<file path="config.mk">
export PLATFORM = sky130hd
export DESIGN_NAME = colormap_ctrl
export DESIGN_NICKNAME = d
export VERILOG_FILES = /design/src/rtl/colormap_ctrl.sv
export SDC_FILE = /design/constraint.sdc
export NUM_CORES = 1
export LEC_CHECK = 0
export CAP_MARGIN = 10
export CELL_PAD_IN_SITES_DETAIL_PLACEMENT = 1
export CELL_PAD_IN_SITES_GLOBAL_PLACEMENT = 1
export CORE_AREA = 8 8 92 94
export CTS_BUF_LIST = sky130_fd_sc_hd__clkbuf_4
export CTS_CLUSTER_DIAMETER = 30
export CTS_CLUSTER_SIZE = 12
export DETAILED_ROUTE_END_ITERATION = 7
export DIE_AREA = 0 0 100 102
export DONT_BUFFER_PORTS = 1
export PLACE_DENSITY_LB_ADDON = 0.1
export SKIP_CTS_REPAIR_TIMING = 1
export SLEW_MARGIN = 10
export SYNTH_ARGS = -nofsm -noshare
export SYNTH_HDL_FRONTEND = slang
export SYNTH_SLANG_ARGS = --single-unit
export TNS_END_PERCENT = 10
</file>
<file path="constraint.sdc">
create_clock -name i_clk -period 2.1 [get_ports i_clk]
set_input_delay 0.42 -clock i_clk [delete_from_list [all_inputs] [get_ports i_clk]]
set_output_delay 0.42 -clock i_clk [all_outputs]
set_load 0.1 [all_outputs]
</file>
<file path="src/rtl/colormap_ctrl.sv">
// -----------------------------------------------------------------------------
// colormap_ctrl
//
// Streaming false-color controller for the spectrogram display path. Pixels
// (8-bit log magnitude) enter on S_VID, their value is driven to an external
// bank of NMAPS combinational 256-entry colormaps, and the selected map's RGB
// result leaves on M_VID two cycles later. A map change, whether written by
// the host or produced by the auto-cycle timer, is applied only on a
// start-of-frame beat. That way a frame never mixes two colormaps.
//
// Ports
//   i_clk, i_reset      clock, synchronous active-high reset
//   i_cfg_*             host configuration write (strobe, map, auto, hold)
//   o_cfg_err           one-cycle pulse on a write naming a nonexistent map
//   o_active_map        map applied to the current frame
//   S_VID_*             input pixel stream (USER = SOF, LAST = end of line)
//   o_map_pixel         index driven to every map in the bank
//   i_map_rgb           bank outputs, map k at [24k+23:24k] as {R,G,B}
//   M_VID_*             output RGB stream
// -----------------------------------------------------------------------------
module colormap_ctrl #(
   parameter int NMAPS       = 4,
   parameter int MW          = 2,
   parameter int DEFAULT_MAP = 0
) (
   input  logic                  i_clk,
   input  logic                  i_reset,
   input  logic                  i_cfg_stb,
   input  logic [MW-1:0]         i_cfg_map,
   input  logic                  i_cfg_auto,
   input  logic [7:0]            i_cfg_hold,
   output logic                  o_cfg_err,
   output logic [MW-1:0]         o_active_map,
   input  logic                  S_VID_VALID,
   output logic                  S_VID_READY,
   input  logic [7:0]            S_VID_DATA,
   input  logic                  S_VID_LAST,
   input  logic                  S_VID_USER,
   output logic [7:0]            o_map_pixel,
   input  logic [24*NMAPS-1:0]   i_map_rgb,
   output logic                  M_VID_VALID,
   input  logic                  M_VID_READY,
   output logic [23:0]           M_VID_DATA,
   output logic                  M_VID_LAST,
   output logic                  M_VID_USER
);

   localparam logic [MW-1:0] DEF_MAP = MW'(DEFAULT_MAP);

   // Stage A: pixel, sideband and the map chosen for this beat
   logic          va_q, va_d;
   logic [7:0]    pix_a_q, pix_a_d;
   logic          last_a_q, last_a_d;
   logic          user_a_q, user_a_d;
   logic [MW-1:0] map_a_q, map_a_d;

   // Stage B: selected RGB and sideband
   logic          vb_q, vb_d;
   logic [23:0]   rgb_b_q, rgb_b_d;
   logic          last_b_q, last_b_d;
   logic          user_b_q, user_b_d;

   // Map selection state
   logic [MW-1:0] active_q, active_d;
   logic [MW-1:0] pend_map_q, pend_map_d;
   logic          pend_q, pend_d;
   logic          auto_q, auto_d;
   logic [7:0]    hold_q, hold_d;
   logic [7:0]    cnt_q, cnt_d;
   logic          err_q, err_d;

   logic          s_ready;
   logic          accept;
   logic          a_adv;
   logic          cfg_ok;

   // NOTE: every variable gets its default before any branch, so no path
   // leaves one unassigned and no latch is inferred.
   always_comb begin
      va_d       = va_q;
      pix_a_d    = pix_a_q;
      last_a_d   = last_a_q;
      user_a_d   = user_a_q;
      map_a_d    = map_a_q;
      vb_d       = vb_q;
      rgb_b_d    = rgb_b_q;
      last_b_d   = last_b_q;
      user_b_d   = user_b_q;
      active_d   = active_q;
      pend_map_d = pend_map_q;
      pend_d     = pend_q;
      auto_d     = auto_q;
      hold_d     = hold_q;
      cnt_d      = cnt_q;
      err_d      = 1'b0;

      // Stage A can take a beat when it is empty or is emptying this cycle.
      s_ready = !i_reset && (!va_q || !vb_q || M_VID_READY);
      accept  = S_VID_VALID && s_ready;
      a_adv   = va_q && (!vb_q || M_VID_READY);
      cfg_ok  = int'(i_cfg_map) < NMAPS;

      // Frame-boundary map update, evaluated from the pre-write state so that
      // a write landing on the SOF cycle waits for the following frame.
      if (accept && S_VID_USER) begin
         if (pend_q) begin
            active_d = pend_map_q;
            pend_d   = 1'b0;
            cnt_d    = 8'd0;
         end else if (auto_q && cnt_q == hold_q) begin
            active_d = (int'(active_q) == NMAPS - 1) ? '0 : active_q + 1'b1;
            cnt_d    = 8'd0;
         end else if (auto_q) begin
            cnt_d = cnt_q + 8'd1;
         end
      end

      // Host write overrides the pending/timer state computed above.
      if (i_cfg_stb) begin
         if (cfg_ok) begin
            pend_map_d = i_cfg_map;
            pend_d     = 1'b1;
            auto_d     = i_cfg_auto;
            hold_d     = i_cfg_hold;
            cnt_d      = 8'd0;
         end else begin
            err_d = 1'b1;
         end
      end

      // Stage B loads from A, or empties once its beat is taken.
      if (a_adv) begin
         vb_d     = 1'b1;
         rgb_b_d  = i_map_rgb[24*int'(map_a_q) +: 24];
         last_b_d = last_a_q;
         user_b_d = user_a_q;
      end else if (M_VID_READY) begin
         vb_d = 1'b0;
      end

      // Stage A; the SOF beat already carries the map it switches to.
      if (accept) begin
         va_d     = 1'b1;
         pix_a_d  = S_VID_DATA;
         last_a_d = S_VID_LAST;
         user_a_d = S_VID_USER;
         map_a_d  = active_d;
      end else if (a_adv) begin
         va_d = 1'b0;
      end
   end

   // NOTE: state registers use non-blocking assignments only, so every flop
   // samples the pre-edge value of the others.
   always_ff @(posedge i_clk) begin
      if (i_reset) begin
         va_q       <= 1'b0;
         pix_a_q    <= 8'd0;
         last_a_q   <= 1'b0;
         user_a_q   <= 1'b0;
         map_a_q    <= DEF_MAP;
         vb_q       <= 1'b0;
         rgb_b_q    <= 24'd0;
         last_b_q   <= 1'b0;
         user_b_q   <= 1'b0;
         active_q   <= DEF_MAP;
         pend_map_q <= DEF_MAP;
         pend_q     <= 1'b0;
         auto_q     <= 1'b0;
         hold_q     <= 8'd0;
         cnt_q      <= 8'd0;
         err_q      <= 1'b0;
      end else begin
         va_q       <= va_d;
         pix_a_q    <= pix_a_d;
         last_a_q   <= last_a_d;
         user_a_q   <= user_a_d;
         map_a_q    <= map_a_d;
         vb_q       <= vb_d;
         rgb_b_q    <= rgb_b_d;
         last_b_q   <= last_b_d;
         user_b_q   <= user_b_d;
         active_q   <= active_d;
         pend_map_q <= pend_map_d;
         pend_q     <= pend_d;
         auto_q     <= auto_d;
         hold_q     <= hold_d;
         cnt_q      <= cnt_d;
         err_q      <= err_d;
      end
   end

   assign S_VID_READY  = s_ready;
   assign o_map_pixel  = pix_a_q;
   assign M_VID_VALID  = vb_q;
   assign M_VID_DATA   = rgb_b_q;
   assign M_VID_LAST   = last_b_q;
   assign M_VID_USER   = user_b_q;
   assign o_active_map = active_q;
   assign o_cfg_err    = err_q;

endmodule
</file>
# Yosys cells after proc, flatten, opt, wreduce, memory -nomap -nowiden
# Cells that the tools add are included.
[totals] ff_bits=62 in_bits=122
[classes] n_addsub=2 n_mul=1 n_eq_ne=2 n_shift=1 n_mux=13 reduce_logical=17
[ops] cell="indexed part select 96 x 8 -> 24 bit" n=1
[ops] cell="2-to-1 mux 8 bit" n=3
[ops] cell="adder 8 x 1 -> 8 bit, second input constant" n=1
[ops] cell="equality test 8 bit" n=1
[ops] cell="2-to-1 mux 2 bit" n=4
[ops] cell="2-to-1 mux 1 bit" n=6
[ops] cell="nonzero test 2 bit" n=3
[ops] cell="logical AND 1 bit" n=5
[ops] cell="multiplier 2 x 2 -> 4 bit, first input constant" n=1
[ops] cell="logical NOT 1 bit" n=3
[ops] cell="logical OR 1 bit" n=3
[ops] cell="nonzero test 3 bit" n=1
[ops] cell="adder 2 x 1 -> 2 bit, second input constant" n=1
[ops] cell="equality test 2 x 1 -> 1 bit, second input constant" n=1
[ops] cell="AND reduction 2 bit" n=1
[ops] cell="OR reduction 2 bit" n=1

# Depth between registers and ports, before layout
[depth] word_depth=8 depth_mapped=7 depth_no_buf=5

# Worst setup path before layout
# OpenSTA, ideal clock, no wires.
[synth_timing] kind="reg2out" startpoint="register vb_q (netlist: M_VID_VALID)" endpoint="output port S_VID_READY" arrival_ns=2.290 required_time_ns=1.680 path_slack_ns=-0.610 stages_incl_launch_ff=3 path_cell_list="dfxtp_1 -> and3b_1 -> nor2_1"
[synth_via] elab_chain_cells=4
[synth_lines] element="start: declaration" line="58" text="logic vb_q, vb_d;"
[synth_lines] element="start signal: assignment" line="179" text="vb_q <= vb_d;"
[synth_lines] element="logical NOT 1 bit" line="98" text="s_ready = !i_reset && (!va_q || !vb_q || M_VID_READY);"
[synth_lines] element="logical OR 1 bit (2 in a row)" line="98"
[synth_lines] element="logical AND 1 bit" line="98"
[synth_lines] element="end: declaration" line="35" text="output logic S_VID_READY,"
# Every way passes these cells.

# Worst setup path after layout
[layout_timing] startpoint="register cnt_q[0]" endpoint="register cnt_q[2]"
[layout_via] elab_chain_cells=4 elab_cells_between_ends=8 classes_between="add/sub: 1; eq/ne: 1; mux: 3; reduce/logical: 3"
[layout_lines] element="start: declaration" line="69" text="logic [7:0] cnt_q, cnt_d;"
[layout_lines] element="start signal: assignment" line="188" text="cnt_q <= cnt_d;"
[layout_lines] element="adder 8 x 1 -> 8 bit or equality test 8 bit (tied branches)" line="114, 110"
[layout_lines] element="2-to-1 mux 8 bit or logical AND 1 bit (tied branches)" line="113, 110"
[layout_lines] element="2-to-1 mux 8 bit or nonzero test 3 bit (tied branches)"
[layout_lines] element="2-to-1 mux 8 bit or AND reduction 2 bit (tied branches)"
# Several ways; a longest one is shown, not always the timed one. The select of a mux whose other input is x is not followed.
# A chain may end at the register's enable or synchronous reset.

==> results_dict.tcl <==
set metrics [dict create \
    dp_slack_ns 0.3806 \
    ir_worst_vdd_v 0.0003961 \
    yosys_register_bits 62 \
    grt_max_degree 49 \
    arrival_ns 1.98 \
    cp-start-kind "register" \
    viasPerCell 5.431 \
    cts_sinks 62 \
    numCtsBuffers 9 \
    routedWlPerCell_um 20.11 \
    grt_pass1_wl_um 14140 \
    syn2layout_area_growth_pct 16.03 \
    antenna_found_initial 0 \
    period_share_pct 82.19 \
    tightest_slew_ns 0.9121 \
    dp_cells 447 \
    final_cell_mix "nand2_1, dfxtp_1, buf_4, a21oi_1, nor2_1" \
    rows 31 \
    setup_tns_ns 0 \
    yosysUniqueCellTypes 39 \
    dr.pass1.iters 4 \
    grt_pass1_vias 2681 \
    vias 2509 \
    p_leak_nw 1.374 \
    multi_input_area_um2 1710 \
    boundaryPins 161 \
    setup_viol 0 \
    drt-total-wl_um 9290 \
    holdCritPathClass "input pin to register" \
    drc 0 \
    floorplan.initialDensity_pct 43.44 \
    routabilityCongestion 0.8068 \
    cts_buffer_depth 2 \
    clock_latency_ns 0.39 \
    critPathMaxFanout 7 \
    nets 483 \
    die_w_um 100 \
    yosysSeqAreaShare_pct 40.47 \
    die_area_um2 10200 \
    power_mw 2.731 \
    first_iter_violations 80 \
    netlist_instances 330 \
    regArea_um2 1242 \
    antenna_left 0 \
    synth_nets 454 \
    final_util_pct 50.41 \
    path_class "register to register" \
    cts_tree "built" \
    htreeDepth 3 \
    slew_headroom_pct 39.19 \
    drive_above_1_share_pct 24.24 \
    fin_worst_skew_ns 0.01562 \
    fmax_mhz 579.4 \
    r2r_slack_ns 0.37 \
    worst_slack_ns 0.3741 \
    cts-root-buf "clkbuf_4" \
    status "complete, no violations" \
    path_clk_slew_ns 0.11 \
    final_common_cell "nand2_1" \
    hold_violations 0 \
    die_y_um 102 \
    antenna_cells 0 \
    nFillCells 843 \
    yosysWarnings 0 \
    syn_area_per_cell_um2 9.293 \
    rsz0062_at_grt "no" \
    end_kind "register" \
    dpl.hpwl_um 7242 \
    gr-total-overflow 0 \
    critPathRequiredTime_ns 2.36 \
    p_per_area_nw_per_um2 767.4 \
    slew_viol_final 0 \
    grt_usage_pct 17.79 \
    port_buffers 0 \
    stdcell_count 462 \
    core_um2 7059 \
    syn_area_um2 3067 \
    cap_viol_max_count 0 \
    layout_min_cycle_time_ns 1.726 \
]
## Yosys cell counts, drive strengths merged
cell type   n  area, um2
a21boi      1      7.510
xnor2       7      61.31
nand2b      1      6.260
and3b       2      17.52
xor2        8      70.07
nor2b       1      6.260
nand4       2      12.51
and4        1      11.26
o31ai       1      7.510
o21a        1      7.510
nor4        2      12.51
and2        1      6.260
conb        1      3.750
a31oi       4      25.02
clkbuf     11      41.29
a21oi      31      155.2
and3        5      37.54
inv         4      15.01
dfxtp      62       1241
a211oi      1      7.510
or3         3      18.77
buf        13      66.31
nand2      77      289.0
or2         1      6.260
nor2       27      101.4
mux2i      13      130.1
nor3        2      10.01
ha          2      25.02
mux4       24      540.5
nand3b      2      15.01
o21ai      11      55.05
nand3       6      30.03
mux2        2      26.27
## path summary, 6_finish.rpt
path / from / end / depth (start not counted)
worst max-delay path: cnt_q[0] / cnt_q[2] / 5
worst min-delay path: i_reset / pend_map_q[0] / 1
worst max register to register: cnt_q[0] / cnt_q[2] / 5
worst min register to register: M_VID_DATA[11] / M_VID_DATA[11] / 2
## metal layers
layer | up-vias | share of wire (%) | GRT usage, %
met1 | 1181 | 39 | 19.33
met4 | 0 | 1.3 | 6.860
met2 | 113 | 49 | 30.58
met3 | 9 | 11 | 7.016
li1 | 1206 | - | -
met5 | - | 0 | 0
## state kept, by name (all words and copies together) (netlist names), 2 cells and up
name / flops
M_VID_DATA: 24
cnt_q: 8
hold_q: 8
o_map_pixel: 8
map_a_q: 2
o_active_map: 2
pend_map_q: 2
## final cells by class
class | count | area share (%)
Inverter | 4 | 0.4219
Multi-Input combinational cell | 240 | 48.07
Sequential cell | 62 | 34.92
Clock buffer | 10 | 2.110
Timing Repair Buffer | 42 | 9.564
Tap cell | 99 | 3.481
Clock inverter | 5 | 1.442
## worst max-delay path, stage by stage (launching register included)
cell and delay (ns):
dfxtp_1 0.44, xor2_1 0.11, nor3_1 0.29, a31oi_1 0.15, o21ai_1 0.50, nor2_1 0.11
## stage by stage
step,instance area (um2),hold WS (ns)
finish,3558,0.08990
global route,3558,0.03356
CTS,3558,0.06147
detailed placement,3432,0.4426
global placement,3432,0.4381
floorplan,3074,0.4322
## kinds of logic (layout without fill, tap and decap cells)
group,after synthesis,in the layout,synth area share (%)
muxes,39,39,22.73
adders and majority gates,2,2,0.8159
xor gates and xnor gates,15,15,4.284
other,1,1,0.1223
DFF,62,62,40.47
AOI/OAI and AO/OA,50,50,8.650
and+or+nand+nor,133,133,18.93
buffers and inverters,28,61,3.998
## power breakdown
| group | switching (mW) | internal [mW] |
|---|---|---|
| clock | 0.432 | 0.363 |
| sequential | 0.0416 | 1.24 |
| combinational | 0.453 | 0.205 |
(Power assumes the default switching activity.)
